File: config.mk
export PLATFORM = sky130hd
export DESIGN_NAME = xor_stream_ctrl_flat
export DESIGN_NICKNAME = d
export VERILOG_FILES = /design/src/rtl/xor_cipher_pkg.sv /design/src/rtl/xor_stream_ctrl_if.sv /design/src/rtl/xor_out_reg.sv /design/src/rtl/xor_stream_ctrl.sv /design/src/flat_wrapper.sv
export SDC_FILE = /design/constraint.sdc
export NUM_CORES = 1
export LEC_CHECK = 0
export ABC_CLOCK_PERIOD_IN_PS = 3800
export CORE_MARGIN = 2
export CORE_UTILIZATION = 51
export DETAILED_ROUTE_END_ITERATION = 12
export GPL_TIMING_DRIVEN = 0
export PLACE_DENSITY = 0.85
export SKIP_LAST_GASP = 1
export SLEW_MARGIN = 20
export SYNTH_ARGS = -nofsm -noshare
export SYNTH_HDL_FRONTEND = slang
export SYNTH_SLANG_ARGS = --single-unit
File: constraint.sdc
create_clock -name clk -period 3.8 [get_ports clk]
set_input_delay 0.38 -clock clk [delete_from_list [all_inputs] [get_ports clk]]
set_output_delay 0.38 -clock clk [all_outputs]
set_load 0.005 [all_outputs]
File: src/rtl/xor_cipher_pkg.sv
// ---------------------------------------------------------------------------
// xor_cipher_pkg
// Shared types and constants for the XOR cipher pipeline stages.
//   byte_t                 : one data/key byte
//   state_e                : sequencer state (IDLE / WAIT_DONE / WAIT_REL)
//   DEFAULT_TIMEOUT_CYCLES : default watchdog limit for a stalled core
//   rotl1()                : rotate a byte left by one (rolling-key helper)
// ---------------------------------------------------------------------------
package xor_cipher_pkg;

    typedef logic [7:0] byte_t;

    typedef enum logic [1:0] {
        ST_IDLE      = 2'd0,
        ST_WAIT_DONE = 2'd1,
        ST_WAIT_REL  = 2'd2
    } state_e;

    localparam int DEFAULT_TIMEOUT_CYCLES = 32;

    function automatic byte_t rotl1(input byte_t b);
        return {b[6:0], b[7]};
    endfunction

endpackage

File: src/rtl/xor_stream_ctrl_if.sv
// ---------------------------------------------------------------------------
// xor_stream_ctrl_if
// Bundles the three handshakes around the sequencer:
//   plaintext stream  : in_valid / in_data / in_ready
//   ciphertext stream : out_valid / out_data / out_ready
//   cipher core       : core_start / core_plaintext / core_key /
//                       core_ciphertext / core_done
// Stream handshakes: a byte moves on a rising clock edge where valid and
// ready are both high; valid, once raised, holds with stable data until that
// edge, and ready may depend combinationally on valid.
// Core handshake: level-held start/done; start stays high with stable
// operands until done is seen, and the next start only follows done low.
// Modports:
//   master : the sequencer (drives in_ready, out_*, core_start/operands)
//   slave  : the environment (sources, sinks and the cipher core)
// ---------------------------------------------------------------------------
interface xor_stream_ctrl_if;
    import xor_cipher_pkg::*;

    logic  in_valid;
    byte_t in_data;
    logic  in_ready;

    logic  out_valid;
    byte_t out_data;
    logic  out_ready;

    logic  core_start;
    byte_t core_plaintext;
    byte_t core_key;
    byte_t core_ciphertext;
    logic  core_done;

    modport master (
        input  in_valid, in_data, out_ready, core_ciphertext, core_done,
        output in_ready, out_valid, out_data, core_start, core_plaintext, core_key
    );

    modport slave (
        output in_valid, in_data, out_ready, core_ciphertext, core_done,
        input  in_ready, out_valid, out_data, core_start, core_plaintext, core_key
    );

endinterface

File: src/rtl/xor_out_reg.sv
// ---------------------------------------------------------------------------
// xor_out_reg
// One-entry valid/ready output register with a delivered-byte counter.
// Ports:
//   clk, reset     : clock, asynchronous active-high reset
//   load_i         : capture load_data_i this cycle (caller only loads when
//                    can_load_o is high, so an unaccepted byte is never lost)
//   load_data_i    : byte to capture
//   out_ready_i    : downstream ready
//   out_valid_o    : register holds a byte
//   out_data_o     : held byte
//   byte_count_o   : bytes handed downstream, wraps modulo 2^CNT_W
//   can_load_o     : register is empty or empties this cycle
// ---------------------------------------------------------------------------
module xor_out_reg
    import xor_cipher_pkg::*;
#(
    parameter int CNT_W = 16
) (
    input  logic             clk,
    input  logic             reset,
    input  logic             load_i,
    input  byte_t            load_data_i,
    input  logic             out_ready_i,
    output logic             out_valid_o,
    output byte_t            out_data_o,
    output logic [CNT_W-1:0] byte_count_o,
    output logic             can_load_o
);

    logic             valid_q;
    byte_t            data_q;
    logic [CNT_W-1:0] count_q;
    logic             handshake;

    assign handshake  = valid_q && out_ready_i;
    assign can_load_o = !valid_q || out_ready_i;

    always_ff @(posedge clk or posedge reset) begin
        if (reset) begin
            valid_q <= 1'b0;
            data_q  <= '0;
            count_q <= '0;
        end else begin
            // A load in the same cycle as a handshake reloads the register,
            // so valid stays high while the old byte is counted out.
            if (load_i) begin
                valid_q <= 1'b1;
                data_q  <= load_data_i;
            end else if (handshake) begin
                valid_q <= 1'b0;
            end
            if (handshake) begin
                count_q <= count_q + 1'b1;
            end
        end
    end

    assign out_valid_o  = valid_q;
    assign out_data_o   = data_q;
    assign byte_count_o = count_q;

endmodule

File: src/rtl/xor_stream_ctrl.sv
// ---------------------------------------------------------------------------
// xor_stream_ctrl
// Upstream sequencer for the bitwise XOR cipher core. Accepts plaintext
// bytes, runs the core's level start/done handshake one byte at a time,
// captures each ciphertext into a one-entry output register and watches the
// core with a timeout.
// Parameters:
//   TIMEOUT_CYCLES : cycles allowed in WAIT_DONE/WAIT_REL before abort (>=16)
//   CNT_W          : width of byte_count
// Ports:
//   clk, reset     : clock, asynchronous active-high reset
//   key_load       : load key_in into the key register (IDLE only)
//   key_in         : session key
//   bus            : plaintext, ciphertext and core handshakes (master side)
//   busy           : not IDLE, or an output byte is pending
//   timeout_err    : sticky watchdog flag, cleared only by reset
//   byte_count     : bytes delivered downstream
//   dbg_state      : current sequencer state
// Build option:
//   XOR_KEY_ROTATE_EN : rotate the key left by one after every successful
//                       capture (rolling per-byte key); key_load restarts it.
// ---------------------------------------------------------------------------
module xor_stream_ctrl
    import xor_cipher_pkg::*;
#(
    parameter int TIMEOUT_CYCLES = DEFAULT_TIMEOUT_CYCLES,
    parameter int CNT_W          = 16
) (
    input  logic                clk,
    input  logic                reset,
    input  logic                key_load,
    input  byte_t               key_in,
    xor_stream_ctrl_if.master   bus,
    output logic                busy,
    output logic                timeout_err,
    output logic [CNT_W-1:0]    byte_count,
    output state_e              dbg_state
);

    localparam int WD_W = $clog2(TIMEOUT_CYCLES + 1);

    state_e            state_q, state_d;
    logic [WD_W-1:0]   wd_q, wd_d;
    byte_t             key_q, key_d;
    byte_t             pt_q, pt_d;
    byte_t             ck_q, ck_d;
    logic              start_q, start_d;
    logic              terr_q, terr_d;

    logic              in_ready;
    logic              capture;
    logic              can_capture;
    logic              out_valid;
    logic              wd_expire;

    // in_ready is forced low during reset so every output reads 0 there.
    assign in_ready  = !reset && (state_q == ST_IDLE) && !key_load && !bus.core_done;
    assign wd_expire = (wd_q == WD_W'(TIMEOUT_CYCLES - 1));

    always_comb begin
        state_d = state_q;
        wd_d    = wd_q;
        key_d   = key_q;
        pt_d    = pt_q;
        ck_d    = ck_q;
        start_d = start_q;
        terr_d  = terr_q;
        capture = 1'b0;

        unique case (state_q)
            ST_IDLE: begin
                if (key_load) begin
                    key_d = key_in;
                end else if (bus.in_valid && in_ready) begin
                    pt_d    = bus.in_data;
                    ck_d    = key_q;
                    start_d = 1'b1;
                    state_d = ST_WAIT_DONE;
                end
            end

            ST_WAIT_DONE: begin
                if (bus.core_done) begin
                    // With the output register still full the core keeps its
                    // result while start stays high; the watchdog is frozen
                    // because the stall is downstream, not in the core.
                    if (can_capture) begin
                        capture = 1'b1;
                        start_d = 1'b0;
                        state_d = ST_WAIT_REL;
`ifdef XOR_KEY_ROTATE_EN
                        key_d   = rotl1(key_q);
`endif
                    end
                end else if (wd_expire) begin
                    terr_d  = 1'b1;
                    start_d = 1'b0;
                    state_d = ST_WAIT_REL;
                end else begin
                    wd_d = wd_q + 1'b1;
                end
            end

            ST_WAIT_REL: begin
                // Waiting for done low keeps the next start clear of a stale
                // done; a core that never releases is abandoned on expiry.
                if (!bus.core_done || wd_expire) begin
                    state_d = ST_IDLE;
                end else begin
                    wd_d = wd_q + 1'b1;
                end
            end

            default: begin
                state_d = ST_IDLE;
                start_d = 1'b0;
            end
        endcase

        if (state_d != state_q) begin
            wd_d = '0;
        end
    end

    always_ff @(posedge clk or posedge reset) begin
        if (reset) begin
            state_q <= ST_IDLE;
            wd_q    <= '0;
            key_q   <= '0;
            pt_q    <= '0;
            ck_q    <= '0;
            start_q <= 1'b0;
            terr_q  <= 1'b0;
        end else begin
            state_q <= state_d;
            wd_q    <= wd_d;
            key_q   <= key_d;
            pt_q    <= pt_d;
            ck_q    <= ck_d;
            start_q <= start_d;
            terr_q  <= terr_d;
        end
    end

    xor_out_reg #(
        .CNT_W (CNT_W)
    ) u_out_reg (
        .clk          (clk),
        .reset        (reset),
        .load_i       (capture),
        .load_data_i  (bus.core_ciphertext),
        .out_ready_i  (bus.out_ready),
        .out_valid_o  (out_valid),
        .out_data_o   (bus.out_data),
        .byte_count_o (byte_count),
        .can_load_o   (can_capture)
    );

    assign bus.in_ready       = in_ready;
    assign bus.out_valid      = out_valid;
    assign bus.core_start     = start_q;
    assign bus.core_plaintext = pt_q;
    assign bus.core_key       = ck_q;

    assign busy        = (state_q != ST_IDLE) || out_valid;
    assign timeout_err = terr_q;
    assign dbg_state   = state_q;

endmodule

File: src/flat_wrapper.sv
// flat-port wrapper written by rule: the top's interface ports become plain ports
module xor_stream_ctrl_flat import xor_cipher_pkg::*;
#(
    parameter int TIMEOUT_CYCLES = DEFAULT_TIMEOUT_CYCLES,
    parameter int CNT_W          = 16
)
  (clk, reset, key_load, key_in, busy, timeout_err, byte_count, dbg_state, bus_in_valid, bus_in_data, bus_out_ready, bus_core_ciphertext, bus_core_done, bus_in_ready, bus_out_valid, bus_out_data, bus_core_start, bus_core_plaintext, bus_core_key);
  xor_stream_ctrl_if bus_i ();
  input  logic clk;
  input  logic reset;
  input  logic key_load;
  input  byte_t key_in;
  output logic busy;
  output logic timeout_err;
  output logic [CNT_W-1:0] byte_count;
  output state_e dbg_state;
  input wire logic [$bits(bus_i.in_valid)-1:0] bus_in_valid;
  input wire logic [$bits(bus_i.in_data)-1:0] bus_in_data;
  input wire logic [$bits(bus_i.out_ready)-1:0] bus_out_ready;
  input wire logic [$bits(bus_i.core_ciphertext)-1:0] bus_core_ciphertext;
  input wire logic [$bits(bus_i.core_done)-1:0] bus_core_done;
  output wire logic [$bits(bus_i.in_ready)-1:0] bus_in_ready;
  output wire logic [$bits(bus_i.out_valid)-1:0] bus_out_valid;
  output wire logic [$bits(bus_i.out_data)-1:0] bus_out_data;
  output wire logic [$bits(bus_i.core_start)-1:0] bus_core_start;
  output wire logic [$bits(bus_i.core_plaintext)-1:0] bus_core_plaintext;
  output wire logic [$bits(bus_i.core_key)-1:0] bus_core_key;
  assign bus_i.in_valid = bus_in_valid;
  assign bus_i.in_data = bus_in_data;
  assign bus_i.out_ready = bus_out_ready;
  assign bus_i.core_ciphertext = bus_core_ciphertext;
  assign bus_i.core_done = bus_core_done;
  assign bus_in_ready = bus_i.in_ready;
  assign bus_out_valid = bus_i.out_valid;
  assign bus_out_data = bus_i.out_data;
  assign bus_core_start = bus_i.core_start;
  assign bus_core_plaintext = bus_i.core_plaintext;
  assign bus_core_key = bus_i.core_key;
  xor_stream_ctrl #(.TIMEOUT_CYCLES(TIMEOUT_CYCLES), .CNT_W(CNT_W)) u_core (.clk(clk), .reset(reset), .key_load(key_load), .key_in(key_in), .bus(bus_i), .busy(busy), .timeout_err(timeout_err), .byte_count(byte_count), .dbg_state(dbg_state));
endmodule
==> flow_metrics.env <==
export IMPL_crit_path_end="bus_in_ready"
export IMPL_coreArea_sq_um=5042
export IMPL_rrSetupSlack_ps=1310
export IMPL_cts_root_buffer="clkbuf_8"
export IMPL_muxShareOfSynthArea=0.1452
export IMPL_synthToLayoutAreaGrowth_pct=39.90
export IMPL_avgRoutedWirePerCell_um=15.35
export IMPL_run_status="finished clean"
export IMPL_synth_seq_cells=59
export IMPL_tritoncts="yes"
export IMPL_place_gp_congestion=0.8345
export IMPL_first_global_vias=1945
export IMPL_drtIter0Drc=161
export IMPL_crit_fanout=7
export IMPL_rr_worst_depth=8
export IMPL_slew_violations=0
export IMPL_nFillCells=359
export IMPL_ys_flop_type="dfrtp_1"
export IMPL_finalClockSkew_ps=5.350
export IMPL_r2r_end="u_core.wd_q[4]"
export IMPL_synth_top_family_by_area="multiplexers"
export IMPL_final_antenna_net_count=0
export IMPL_peakVddDrop_mv=0.4877
export IMPL_cts_resized=0
export IMPL_synth_area_leader_cell="dfrtp_1"
export IMPL_pre_cts_ws_ps=1264
export IMPL_critPathCaptureType="output pin"
export IMPL_setup_tns_ps=0
export IMPL_ys_seq_area_frac=0.5619
export IMPL_path_clk_slew_ps=60
export IMPL_report_final_hold_viol_count=0
export IMPL_avgSynthCellArea_sq_um=12.57
export IMPL_overflow=0
export IMPL_hold_class="reg -> reg"
export IMPL_yosysTopAreaCellShare=0.5619
export IMPL_period_minus_slack_ps=2609
export IMPL_syn_nets=245
export IMPL_drt_vias_per_instance=5.241
export IMPL_drive_gt1_frac=0.1833
export IMPL_yosys_area_share_adder=0.02857
export IMPL_cp_depth=4
export IMPL_syn_area_sq_um=2628
export IMPL_dp_hpwl_um=3919
export IMPL_route_detailed_drc=0
export IMPL_synth_compound_area_frac=0.07048
export IMPL_diodes=0
export IMPL_drt_pass1_iterations=4
export IMPL_die_area_sq_um=5742
export IMPL_postLayoutCellArea_sq_um=3676
export IMPL_ys_async_sr_fraction=1.000
export IMPL_synth_area_top_cells="dfrtp_1 (56%), mux2_2 (14%), xnor2_1 (3.7%)"
export IMPL_critical_path_top_delay_family="buffers and inverters"
export IMPL_cts_made_buffers=9
export IMPL_p_leak_nw=1.602
export IMPL_grt_pass1_wl_um=9108
export IMPL_crit_path_top_delay_cell="clkdlybuf4s50_1"
export IMPL_fin_ws_ps=1191
export IMPL_nets=332
export IMPL_cts_setup_buffers=0
export IMPL_crit_start="u_core.dbg_state[1]"
export IMPL_rsz0062_at_grt="false"
export IMPL_rr_startpoint="u_core.dbg_state[1]"
export IMPL_placed_area_sq_um=3478
export IMPL_synth_cell_types=39
export IMPL_synth_xor_area_share=0.06333
export IMPL_slew_limit_headroom=0.4977
export IMPL_path_cells="inv_1, ha_1, nor4b_2, clkdlybuf4s50_1"
export IMPL_rows=26
export IMPL_yosys_area_share_simple=0.1148
export IMPL_crit_required_ps=3420
export IMPL_synth_warnings=0
export IMPL_worst_pin_slew_ps=750.7
export IMPL_cp_arrival_ps=2230
export IMPL_max_cap_violations=0
export IMPL_routed_wl_um=5678
export IMPL_clk_latency_ps=330
export IMPL_num_vias=1939
export IMPL_fin_crit_sh=0.6865
export IMPL_io_buffers=76
export IMPL_crit_path_start_kind="flop"
export IMPL_fmax_mhz=383.3
export IMPL_max_stage_delay_ps=580
export IMPL_antenna_found_initial=0
export IMPL_netlist_instances=209
export IMPL_cp_num_buf_inv=2
export IMPL_grt_start_max_net_pins=60
export IMPL_die_h_um=75.78
export IMPL_setup_viol=0
export IMPL_crit_type="reg -> out"
export IMPL_start_util=0.5211
export IMPL_postCtsHoldBufs=0
export IMPL_cts_path_max_buffers=2
export IMPL_power_density_nw_per_um2=685.4
export IMPL_io_pins=77
export IMPL_grt_usage=0.2178
export IMPL_die_w_um=75.78
export IMPL_numClockSinks=59
export IMPL_synth_edff_count=0
export IMPL_htreeDepth=3
## state kept, by name (all words and copies together), names as in the netlist
register                       count
u_core.bus.core_key                8
u_core.key_q                       8
u_core.bus.core_start              1
u_core.timeout_err                 1
u_core.u_out_reg.out_valid_o       1
u_core.u_out_reg.byte_count_o     16
u_core.u_out_reg.out_data_o        8
u_core.dbg_state                   2
u_core.wd_q                        6
u_core.bus.core_plaintext          8
## synth_stat cells, types with 2 or more instances
master,number
or4b_1,2
inv_1,5
xnor2_1,11
o2111ai_1,2
dfrtp_1,59
nand2_1,12
a21o_1,2
nor2b_1,2
a21oi_1,11
and4_1,2
xor2_1,8
nor2_1,8
o21ai_0,4
mux2_2,33
clkbuf_1,2
and2_1,3
buf_2,3
nand2b_1,2
nand4_1,2
ha_1,6
nand3_1,8
and3_1,4
or3_1,2
## power by group
group / switching (mW) / internal [mW] / leakage, nW
logic: 0.382 / 0.591 / 0.748
registers: 0.143 / 0.851 / 0.750
clock network: 0.232 / 0.321 / 0.105
## metal layers
layer,share of wire,routed length [um],vias up,GRT usage
met5,0,0,-,0
met4,0.017,95,0,0.08772
met3,0.051,287,8,0.06878
met2,0.51,2920,55,0.3582
met1,0.42,2375,956,0.2667
li1,-,-,920,-
## cell usage in the layout, fill, tap and decap left out, drive strengths merged, types with 2 or more instances in the layout
| cell type | n |
|---|---|
| inv | 5 |
| mux2 | 33 |
| a21oi | 11 |
| nor2 | 8 |
| nand4 | 2 |
| and2 | 3 |
| clkbuf | 16 |
| nand2 | 12 |
| nor2b | 2 |
| ha | 6 |
| nand2b | 2 |
| or3 | 2 |
| a21o | 2 |
| clkdlybuf4s50 | 76 |
| and3 | 4 |
| dfrtp | 59 |
| or4b | 2 |
| nand3 | 8 |
| o21ai | 5 |
| buf | 3 |
| xnor2 | 11 |
| and4 | 2 |
| xor2 | 8 |
| o2111ai | 2 |
## per-stage QoR
stage / power [mW] / instances / util / hold WS [ps]
5_1_grt: 2.672 / 370 / 0.7290 / 485.0
3_5_place_dp: 1.965 / 355 / 0.6898 / 466.1
3_3_place_gp: 1.922 / 355 / 0.6893 / 463.3
4_1_cts: 2.541 / 370 / 0.7290 / 479.3
2_1_floorplan: 1.456 / 209 / - / 467.8
6_report: 2.520 / 370 / 0.7290 / 475.5
## cell families after synthesis
family                   count (synthesis)
flip-flops                              59
AND/OR/NAND/NOR                         52
multiplexers                            34
AO/OA/AOI/OAI                           29
XOR/XNOR                                19
buffers and inverters                   10
adder cells (fa/ha/maj)                  6
## final cells by class
cell class	count	area, sq um	area share
Buffer	5	22.52	0.006127
Clock buffer	14	192.7	0.05242
Clock inverter	1	5.005	0.001361
Inverter	5	21.27	0.005786
Multi-Input combinational cell	140	1110	0.3019
Sequential cell	59	1476	0.4016
Tap cell	70	87.58	0.02383
Timing Repair Buffer	76	760.7	0.2069
## worst min path at each step
stage / from / end / slack [ps] / cells after the start
after floorplan: u_core.timeout_err / u_core.timeout_err / 470 / 1
after global placement: u_core.u_out_reg.byte_count_o[15] / u_core.u_out_reg.byte_count_o[15] / 460 / 1
after detailed placement: u_core.u_out_reg.byte_count_o[15] / u_core.u_out_reg.byte_count_o[15] / 470 / 1
after CTS: u_core.u_out_reg.byte_count_o[15] / u_core.u_out_reg.byte_count_o[15] / 480 / 1
after global routing: u_core.u_out_reg.byte_count_o[15] / u_core.u_out_reg.byte_count_o[15] / 480 / 1
final: u_core.u_out_reg.byte_count_o[15] / u_core.u_out_reg.byte_count_o[15] / 480 / 1
Power figures use the tool's default switching activity.
